`config.mk`:
```
export PLATFORM = sky130hd
export DESIGN_NAME = mem_access_stage
export DESIGN_NICKNAME = d
export VERILOG_FILES = /design/src/rtl/mem_access_stage.sv
export SDC_FILE = /design/constraint.sdc
export NUM_CORES = 1
export LEC_CHECK = 0
export BUFFER_PORTS_ARGS = -buffer_cell sky130_fd_sc_hd__buf_4
export CAP_MARGIN = 15
export CELL_PAD_IN_SITES_DETAIL_PLACEMENT = 1
export CELL_PAD_IN_SITES_GLOBAL_PLACEMENT = 1
export CORE_UTILIZATION = 22
export DETAILED_ROUTE_END_ITERATION = 16
export HOLD_SLACK_MARGIN = 0.05
export PLACE_DENSITY = 0.76
export SLEW_MARGIN = 20
export SYNTH_ARGS = -nofsm -noshare
export SYNTH_HDL_FRONTEND = slang
export SYNTH_SLANG_ARGS = --single-unit
```
`constraint.sdc`:
```
create_clock -name clk -period 0.9 [get_ports clk]
set_input_delay 0.135 -clock clk [delete_from_list [all_inputs] [get_ports clk]]
set_output_delay 0.135 -clock clk [all_outputs]
set_load 0.01 [all_outputs]
```
`src/rtl/mem_access_stage.sv`:
```
// rtl/mem_access_stage.sv - pipeline MEM stage with data-memory handshake, stall, branch redirect and MEM/WB register (optional MEM_TIMEOUT_EN)
`timescale 1ns/1ps
module mem_access_stage (
    input  logic        clk,
    input  logic        reset,
    input  logic        RegWrite,
    input  logic        MemtoReg,
    input  logic        MemWrite,
    input  logic        MemRead,
    input  logic [31:0] ALUResult,
    input  logic [31:0] writedata,
    input  logic [4:0]  writeReg,
    input  logic        BranchTaken,
    input  logic [7:0]  BranchTarget,
    output logic        dmem_req,
    output logic        dmem_we,
    output logic [7:0]  dmem_addr,
    output logic [31:0] dmem_wdata,
    input  logic        dmem_ack,
    input  logic [31:0] dmem_rdata,
    output logic        stall,
    output logic        PCSrc,
    output logic [7:0]  PCBranchTarget,
    output logic        RegWriteOut,
    output logic        MemtoRegOut,
    output logic [31:0] ReadDataOut,
    output logic [31:0] ALUResultOut,
    output logic [4:0]  writeRegOut,
    output logic        mem_err
);

    typedef enum logic {IDLE = 1'b0, WAIT = 1'b1} state_t;

    state_t state, next_state;
    logic   memop;
    logic   is_load;
    logic   timeout_hit;

    // A read with the write bit also set is a store, so it never returns data.
    assign memop   = MemRead | MemWrite;
    assign is_load = MemRead & ~MemWrite;

`ifdef MEM_TIMEOUT_EN
    logic [3:0] count;

    assign timeout_hit = (state == WAIT) & (count == 4'd15) & ~dmem_ack;

    // Count unacknowledged WAIT cycles; cleared whenever the access ends or is idle.
    always_ff @(posedge clk) begin
        if (reset) begin
            count <= 4'd0;
        end else if ((state == WAIT) && !dmem_ack && !timeout_hit) begin
            count <= count + 4'd1;
        end else begin
            count <= 4'd0;
        end
    end

    // Sticky error flag, cleared only by reset.
    always_ff @(posedge clk) begin
        if (reset) begin
            mem_err <= 1'b0;
        end else if (timeout_hit) begin
            mem_err <= 1'b1;
        end
    end
`else
    assign timeout_hit = 1'b0;
    assign mem_err     = 1'b0;
`endif

    assign dmem_req       = ~reset & memop;
    assign dmem_we        = MemWrite;
    assign dmem_addr      = ALUResult[9:2];
    assign dmem_wdata     = writedata;
    assign stall          = ~reset & memop & ~dmem_ack & ~timeout_hit;
    assign PCSrc          = BranchTaken & ~stall;
    assign PCBranchTarget = BranchTarget;

    // State register.
    always_ff @(posedge clk) begin
        if (reset) begin
            state <= IDLE;
        end else begin
            state <= next_state;
        end
    end

    // Enter WAIT on an unanswered request; leave on ack, timeout or a vanished request.
    always_comb begin
        next_state = state;
        case (state)
            IDLE: if (memop && !dmem_ack) next_state = WAIT;
            WAIT: if (!memop || dmem_ack || timeout_hit) next_state = IDLE;
            default: next_state = IDLE;
        endcase
    end

    // MEM/WB register: real instruction when not stalled, bubble otherwise.
    always_ff @(posedge clk) begin
        if (reset || stall) begin
            RegWriteOut  <= 1'b0;
            MemtoRegOut  <= 1'b0;
            ReadDataOut  <= 32'h0;
            ALUResultOut <= 32'h0;
            writeRegOut  <= 5'd0;
        end else begin
            RegWriteOut  <= RegWrite;
            MemtoRegOut  <= MemtoReg;
            ReadDataOut  <= (is_load && !timeout_hit) ? dmem_rdata : 32'h0;
            ALUResultOut <= ALUResult;
            writeRegOut  <= writeReg;
        end
    end

endmodule

```
==> results of run 1 <==
report_power, final:
part / internal [mW] / switching, mW / leakage, nW
sequential: 3.27 / 0.0531 / 0.609
clock: 1.36 / 1.17 / 0.103
combinational: 0.715 / 0.358 / 1.33
total: 5.34 / 1.58 / 2.04
synthesized netlist by cell type:
cell,number,share of area [%]
and2_1,32,8.3
buf_2,1,0.21
buf_4,50,16
buf_6,2,0.93
clkbuf_1,6,0.93
clkbuf_2,3,0.62
conb_1,1,0.16
dfxtp_1,71,59
nor2_1,2,0.31
nor3_1,1,0.21
nor3b_1,39,12
nor4bb_4,1,1.0
o21ba_2,1,0.41
o31a_1,1,0.36
worst min path at each step:
stage,end,slack (ns),depth (start not counted)
floorplan,ReadDataOut[0],0.26,1
global placement,dmem_wdata[16],0.27,0
detailed placement,dmem_wdata[16],0.27,0
CTS,writeRegOut[4],0.05,2
global route,writeRegOut[4],0.05,2
finish,ALUResultOut[21],0.07,2
state kept, by name (all words and copies together) (netlist names):
name / cells
ALUResultOut: 32
MemtoRegOut: 1
ReadDataOut: 32
RegWriteOut: 1
writeRegOut: 5
logic make-up after synthesis:
family | synth area share [%]
buffers and inverters | 18.24
AO/OA/AOI/OAI | 0.7773
flip-flops | 58.86
other | 0.1553
AND/OR/NAND/NOR | 21.97
layer usage:
metal / global-route usage [%] / vias to the layer above / wire length [µm] / part of all wire, %
li1: - / 967 / - / -
met1: 14.61 / 979 / 2990 / 35
met2: 27.60 / 135 / 4609 / 54
met3: 5.106 / 15 / 705 / 8.3
met4: 5.577 / 0 / 159 / 1.9
met5: 0 / - / 0 / 0
area by class of cell:
| class | instances | area, µm² |
|---|---|---|
| repair buffers | 225 | 2146 |
| flip-flops and latches | 71 | 1508 |
| well taps | 136 | 170.2 |
| fillers | 1131 | 5874 |
| clock inverters | 5 | 57.56 |
| multi-input cells | 78 | 565.5 |
| clock buffers | 11 | 141.4 |
what timing repair did:
item                       in CTS  in global routing
setup endpoints to repair      72                 73
hold buffers                   58                  3
resized for setup             127                 16
hold endpoints to repair       58                  3
==> flow_metrics.env, run 1 <==
export IMPL_outcome="finished, violations left"
export IMPL_violations="negative setup slack"
export IMPL_vias=2096
export IMPL_finalPower_mw=6.926
export IMPL_yosysWarnings=0
export IMPL_finalSetupViolCount=23
export IMPL_fp_dieH_um=106.8
export IMPL_cts_setup_buffers=0
export IMPL_drtPass1Iterations=4
export IMPL_fin_crit_ns=0.9145
export IMPL_final_hold_viol_count=0
export IMPL_syn_cell_area_um2=2415
export IMPL_detailed_place_area_um2=3413
export IMPL_cp_depth=1
export IMPL_antenna_cells=0
export IMPL_grt_max_degree=39
export IMPL_syn_avg_cell_area_um2=11.44
export IMPL_cts_root_buffer="clkbuf_8"
export IMPL_place_ws_ns=-0.1450
export IMPL_cp_num_buf_inv=1
export IMPL_cts_tree="built"
export IMPL_critPathSlowestCell="dfxtp_2"
export IMPL_drive_above_1_share_pct=64.62
export IMPL_synth_nets=328
export IMPL_hp_start="ALUResult[21]"
export IMPL_worst_setup_path_start_kind="flop"
export IMPL_grt_setup_unrepaired="true"
export IMPL_path_class="reg2out"
export IMPL_grt_pass1_vias=2366
export IMPL_crit_chain="buf_6"
export IMPL_die_w_um=106.8
export IMPL_cp_required_ns=0.76
export IMPL_port_buffers=159
export IMPL_endpoint_kind="primary output"
export IMPL_wl_per_cell_um=16.09
export IMPL_cpPeakStageDelay_ns=0.33
export IMPL_fin_util_pct=43.85
export IMPL_antenna_found_initial=0
export IMPL_synth_cells=211
export IMPL_clock_sinks=71
export IMPL_place_congestion=0.7309
export IMPL_p_leak_nw=2.040
export IMPL_yosysUniqueCellTypes=14
export IMPL_ys_seq_area_share_pct=58.86
export IMPL_core_area_um2=10460
export IMPL_worstSetupStartpoint="ALUResultOut[3]"
export IMPL_hp_class="in2reg"
export IMPL_finalSetupTns_ns=-0.1052
export IMPL_drt_iter0_drc=33
export IMPL_grtUsageTotal_pct=14.64
export IMPL_fp_row_count=37
export IMPL_final_cell_mix="90 x buf_4, 71 x buf_6, 69 x dfxtp_2"
export IMPL_hpwl_um=5524
export IMPL_grt_pass1_wl_um=12470
export IMPL_via_per_inst=3.985
export IMPL_place_inst=449
export IMPL_ys_ff_latch=71
export IMPL_overflow=0
export IMPL_num_io_pins=241
export IMPL_finalCritPeriodShare_pct=101.6
export IMPL_cts_htree_levels=3
export IMPL_wl_um=8465
export IMPL_cts_buffer_depth=2
export IMPL_fin_area_um2=4588
export IMPL_layout_commonest_cell="buf_4"
export IMPL_holdWs_ns=0.06979
export IMPL_fin_nets=502
export IMPL_max_cap_viol_count=0
export IMPL_initial_utilization_pct=23.08
export IMPL_clk_pin_slew_ns=0.08
export IMPL_final_cells=526
export IMPL_fin_ws_ns=-0.01454
export IMPL_drv_slew=0
export IMPL_numCtsBuffers=9
export IMPL_fmax_mhz=1093
export IMPL_cellPowerDensity_nw_per_um2=1509
export IMPL_vdd_drop_max_mv=0.5981
export IMPL_syn2layout_area_growth_pct=90.00
export IMPL_critPathTopFamily="flip-flops"
export IMPL_drc=0
export IMPL_cp_max_fo=1
export IMPL_crit_end="ALUResultOut[3]"
export IMPL_critPathArrivalTime_ns=0.78
export IMPL_dieArea_um2=11400
export IMPL_ant_nets=0
(Power assumes the default switching activity.)
==> inputs of run 2 (changes only) <==
--- a/config.mk
+++ b/config.mk
@@ -9,7 +9,9 @@
 export CAP_MARGIN = 15
 export CELL_PAD_IN_SITES_DETAIL_PLACEMENT = 1
 export CELL_PAD_IN_SITES_GLOBAL_PLACEMENT = 1
+export CORE_MARGIN = 10
 export CORE_UTILIZATION = 22
+export CTS_CLUSTER_SIZE = 14
 export DETAILED_ROUTE_END_ITERATION = 16
 export HOLD_SLACK_MARGIN = 0.05
 export PLACE_DENSITY = 0.76
==> run 2 against run 1 <==
Die area grew 37%. Core utilization shrank 0.47 points. Largest power group unchanged. Clock power shrank 2%. Critical endpoint is now ReadDataOut[24]. Fmax shrank 4.3%. The flow still finishes with violations (negative setup slack). Non-clock buffer count grew 10. Sequential power is essentially flat. Count of clock-buffer cells in the layout shrank 2. Final area grew 2.0%.
==> flow_metrics.env, run 2 (same netlist as run 1, synthesis figures left out) <==
export IMPL_worst_setup_path_start_kind="flop"
export IMPL_clk_pin_slew_ns=0.08
export IMPL_syn2layout_area_growth_pct=93.89
export IMPL_reg_top3="ALUResultOut (32), ReadDataOut (32), writeRegOut (5)"
export IMPL_routed_top_layer="met4"
export IMPL_overflow=0
export IMPL_critPathTopFamily="flip-flops"
export IMPL_finalCritPeriodShare_pct=106.2
export IMPL_finalSetupTns_ns=-1.543
export IMPL_p_leak_nw=2.079
export IMPL_fmax_mhz=1047
export IMPL_grt_max_degree=33
export IMPL_grt_pass1_wl_um=15900
export IMPL_met2_length_um=5059
export IMPL_grt_setup_unrepaired="true"
export IMPL_path_class="reg2out"
export IMPL_place_ws_ns=-0.1886
export IMPL_wl_per_cell_um=19.16
export IMPL_regArea_um2=1508
export IMPL_grtUsageTotal_pct=13.27
export IMPL_cp_required_ns=0.76
export IMPL_cts_root_buffer="clkbuf_8"
export IMPL_drt_iter0_drc=82
export IMPL_fillers=1143
export IMPL_grt_pass1_vias=2543
export IMPL_cts_buffer_depth=2
export IMPL_place_congestion=0.8305
export IMPL_hp_class="in2reg"
export IMPL_finalSetupViolCount=71
export IMPL_violations="negative setup slack"
export IMPL_fp_row_count=38
export IMPL_wl_met3_um=1221
export IMPL_wl_um=10330
export IMPL_final_hold_viol_count=0
export IMPL_drive_above_1_share_pct=63.41
export IMPL_num_io_pins=241
export IMPL_ant_nets=0
export IMPL_fin_util_pct=43.38
export IMPL_clock_sinks=71
export IMPL_vdd_drop_max_mv=0.6232
export IMPL_drt_met1_wl_um=3618
export IMPL_die_w_um=124.8
export IMPL_cellPowerDensity_nw_per_um2=1483
export IMPL_final_cell_mix="90 x buf_4, 72 x buf_6, 70 x dlygate4sd3_1"
export IMPL_port_buffers=159
export IMPL_critPathArrivalTime_ns=0.82
export IMPL_max_cap_viol_count=0
export IMPL_vias=2124
export IMPL_hp_start="ALUResult[6]"
export IMPL_numCtsBuffers=9
export IMPL_crit_chain="buf_6"
export IMPL_drc=0
export IMPL_multi_input_area_um2=565.5
export IMPL_layout_commonest_cell="buf_4"
export IMPL_fp_dieH_um=124.8
export IMPL_dieArea_um2=15570
export IMPL_cts_htree_levels=3
export IMPL_drtPass1Iterations=4
export IMPL_antenna_found_initial=0
export IMPL_worstSetupStartpoint="ReadDataOut[24]"
export IMPL_endpoint_kind="primary output"
export IMPL_core_area_um2=10790
export IMPL_critPathSlowestCell="dfxtp_2"
export IMPL_cts_setup_buffers=0
export IMPL_outcome="finished, violations left"
export IMPL_cp_num_buf_inv=1
export IMPL_cts_tree="built"
export IMPL_fin_nets=512
export IMPL_cpPeakStageDelay_ns=0.36
export IMPL_antenna_cells=0
export IMPL_cp_max_fo=1
export IMPL_fin_crit_ns=0.9554
export IMPL_initial_utilization_pct=22.37
export IMPL_fin_ws_ns=-0.05540
export IMPL_via_per_inst=3.941
export IMPL_drv_slew=0
export IMPL_hpwl_um=6885
## run 2: cell types whose count changed in the layout (fill, tap and decap cells not counted), sizes merged
cell	delta
buf	+1
clkbuf	-2
clkinv	+1
dlygate4sd3	+9
## run 2: final cells by class
| cell class | instances | share of cell area [%] |
|---|---|---|
| clock buffer | 9 | 2.646 |
| multi-input combinational | 78 | 12.08 |
| clock inverter | 6 | 1.336 |
| timing repair buffer | 235 | 48.00 |
| tap | 140 | 3.741 |
| sequential | 71 | 32.20 |
## run 2: per-stage QoR
step | instances | instance area, µm² | hold WS [ns] | power (mW)
global route | 539 | 4682 | 0.05755 | 7.291
CTS | 538 | 4653 | 0.05453 | 7.044
floorplan | 211 | 2419 | 0.2567 | 3.812
global placement | 454 | 3426 | 0.2701 | 4.140
finish | 539 | 4682 | 0.08949 | 6.942
detailed placement | 454 | 3426 | 0.2701 | 4.161
## run 2: timing repair
action | CTS | global route
resized for setup | 135 | 9
hold buffers | 69 | 1
gates cloned | 0 | 0
endpoints found under the setup margin | 73 | 73
endpoints found under the hold margin | 69 | 1
## run 2: worst paths after layout
| check | end | slack, ns | cells past startpoint |
|---|---|---|---|
| max | ReadDataOut[24] | -0.06 | 1 |
| min | ALUResultOut[6] | 0.09 | 2 |
## run 2: metal layers
| metal | global-route usage (%) | vias to the layer above |
|---|---|---|
| met5 | 0 | - |
| met3 | 8.000 | 44 |
| li1 | - | 986 |
| met4 | 6.717 | 0 |
| met1 | 12.71 | 962 |
| met2 | 22.02 | 132 |
## run 2: report_power, final
| group | leakage [nW] | internal (mW) | switching, mW |
|---|---|---|---|
| Sequential | 0.610 | 3.27 | 0.0565 |
| Clock | 0.0988 | 1.26 | 1.23 |
| Combinational | 1.37 | 0.747 | 0.380 |
| Total | 2.08 | 5.28 | 1.66 |
==> inputs of run 3 (changes only) <==
--- a/config.mk
+++ b/config.mk
@@ -10,11 +10,11 @@
 export CELL_PAD_IN_SITES_DETAIL_PLACEMENT = 1
 export CELL_PAD_IN_SITES_GLOBAL_PLACEMENT = 1
 export CORE_MARGIN = 10
-export CORE_UTILIZATION = 22
+export CORE_UTILIZATION = 24
 export CTS_CLUSTER_SIZE = 14
 export DETAILED_ROUTE_END_ITERATION = 16
 export HOLD_SLACK_MARGIN = 0.05
-export PLACE_DENSITY = 0.76
+export PLACE_DENSITY = 0.78
 export SLEW_MARGIN = 20
 export SYNTH_ARGS = -nofsm -noshare
 export SYNTH_HDL_FRONTEND = slang
==> constraint.sdc (replaced) <==
create_clock -name clk -period 1 [get_ports clk]
set_input_delay 0.15 -clock clk [delete_from_list [all_inputs] [get_ports clk]]
set_output_delay 0.15 -clock clk [all_outputs]
set_load 0.01 [all_outputs]
==> run 3 against run 2 <==
The run now ends clean. Hold slack got worse by 0.018 ns. Via count decreased by 5.9%. Worst setup slack improved by 0.11 ns. Count of clock-buffer cells in the layout is 1 higher.
==> flow_metrics.env, run 3 (same netlist as run 1, synthesis figures left out) <==
export IMPL_outcome="finished clean"
export IMPL_p_leak_nw=1.869
export IMPL_grt_setup_unrepaired="false"
export IMPL_cellPowerDensity_nw_per_um2=1492
export IMPL_fillers=1086
export IMPL_drive_above_1_share_pct=50.68
export IMPL_syn2layout_area_growth_pct=67.36
export IMPL_fin_crit_ns=0.9497
export IMPL_cts_root_buffer="clkbuf_8"
export IMPL_grt_max_degree=33
export IMPL_hp_class="in2reg"
export IMPL_fp_dieH_um=120.3
export IMPL_fmax_mhz=1053
export IMPL_cp_max_fo=1
export IMPL_drtPass1Iterations=3
export IMPL_path_class="reg2out"
export IMPL_core_area_um2=9774
export IMPL_finalSetupViolCount=0
export IMPL_critPathArrivalTime_ns=0.80
export IMPL_finalSetupTns_ns=0
export IMPL_worst_setup_path_start_kind="flop"
export IMPL_final_cell_mix="158 x buf_4, 65 x dfxtp_1, 42 x dlygate4sd3_1"
export IMPL_cts_setup_buffers=0
export IMPL_wl_um=9454
export IMPL_cpPeakStageDelay_ns=0.32
export IMPL_wl_per_cell_um=18.80
export IMPL_ant_nets=0
export IMPL_final_cells=503
export IMPL_place_inst=446
export IMPL_fin_ws_ns=0.05029
export IMPL_drc=0
export IMPL_detailed_place_area_um2=3410
export IMPL_finalCritPeriodShare_pct=94.97
export IMPL_port_buffers=159
export IMPL_fp_row_count=36
export IMPL_vias=1998
export IMPL_fin_area_um2=4041
export IMPL_cp_num_buf_inv=1
export IMPL_dieArea_um2=14470
export IMPL_cts_htree_levels=3
export IMPL_final_hold_viol_count=0
export IMPL_grtUsageTotal_pct=12.57
export IMPL_num_io_pins=241
export IMPL_crit_chain="buf_4"
export IMPL_die_w_um=120.3
export IMPL_max_cap_viol_count=0
export IMPL_drv_slew=0
export IMPL_critPathTopFamily="flip-flops"
export IMPL_grt_pass1_vias=2247
export IMPL_grt_pass1_wl_um=13900
export IMPL_cts_tree="built"
export IMPL_clk_pin_slew_ns=0.07
export IMPL_place_congestion=0.7546
export IMPL_numCtsBuffers=9
export IMPL_via_per_inst=3.972
export IMPL_endpoint_kind="primary output"
export IMPL_critPathSlowestCell="dfxtp_2"
export IMPL_initial_utilization_pct=24.71
export IMPL_drt_iter0_drc=81
export IMPL_clock_sinks=71
export IMPL_cts_buffer_depth=2
export IMPL_cp_required_ns=0.85
export IMPL_hpwl_um=6806
export IMPL_overflow=0
export IMPL_holdWs_ns=0.07188
export IMPL_reg_top3="ALUResultOut (32), ReadDataOut (32), writeRegOut (5)"
export IMPL_place_ws_ns=-0.05831
export IMPL_vdd_drop_max_mv=0.4936
export IMPL_fin_nets=483
export IMPL_layout_commonest_cell="buf_4"
export IMPL_antenna_found_initial=1
run 3: cell count changes in the layout (fill, tap and decap cells not counted), sizes merged:
cell	change
clkbuf	+1
dlygate4sd3	-28
clkinv	-3
buf	-1
diode	+1
clkinvlp	+1
run 3: where the power goes:
group | switching [mW] | internal, mW | total (mW)
logic | 0.312 | 0.540 | 0.852
clock network | 1.04 | 1.18 | 2.22
registers | 0.0299 | 2.93 | 2.96
total | 1.38 | 4.65 | 6.03
run 3: path summary, 6_finish.rpt:
path	endpoint	from	slack (ns)	depth (start not counted)
worst max-delay path	ReadDataOut[22]	ReadDataOut[22]	0.05	1
worst min-delay path	ALUResultOut[17]	ALUResult[17]	0.07	2
run 3: through the flow:
step	utilization [%]	power (mW)
3_5_place_dp	34.88	3.736
3_3_place_gp	34.88	3.717
2_1_floorplan	-	3.429
4_1_cts	40.16	6.113
5_1_grt	41.35	6.347
6_report	41.35	6.031
run 3: cell type report:
cell class              instances  area, µm²  share of cell area, %
flip-flops and latches         71       1429                  35.36
repair buffers                206       1700                  42.07
clock buffers                  10      137.6                  3.406
diodes                          1      2.502                0.06192
multi-input cells              78      558.0                  13.81
well taps                     133      166.4                  4.118
clock inverters                 4      47.55                  1.176
run 3: metal layers:
metal	global-route usage, %	wire (µm)	vias up
met5	0	0	-
met4	6.184	324	0
met3	6.235	997	37
met2	21.73	4705	122
met1	12.30	3427	912
li1	-	-	927
run 3: repair_timing:
| item | CTS | global route |
|---|---|---|
| endpoints found under the setup margin | 0 | 7 |
| hold buffers | 33 | 9 |
| endpoints found under the hold margin | 33 | 9 |
| resized for setup | 0 | 10 |
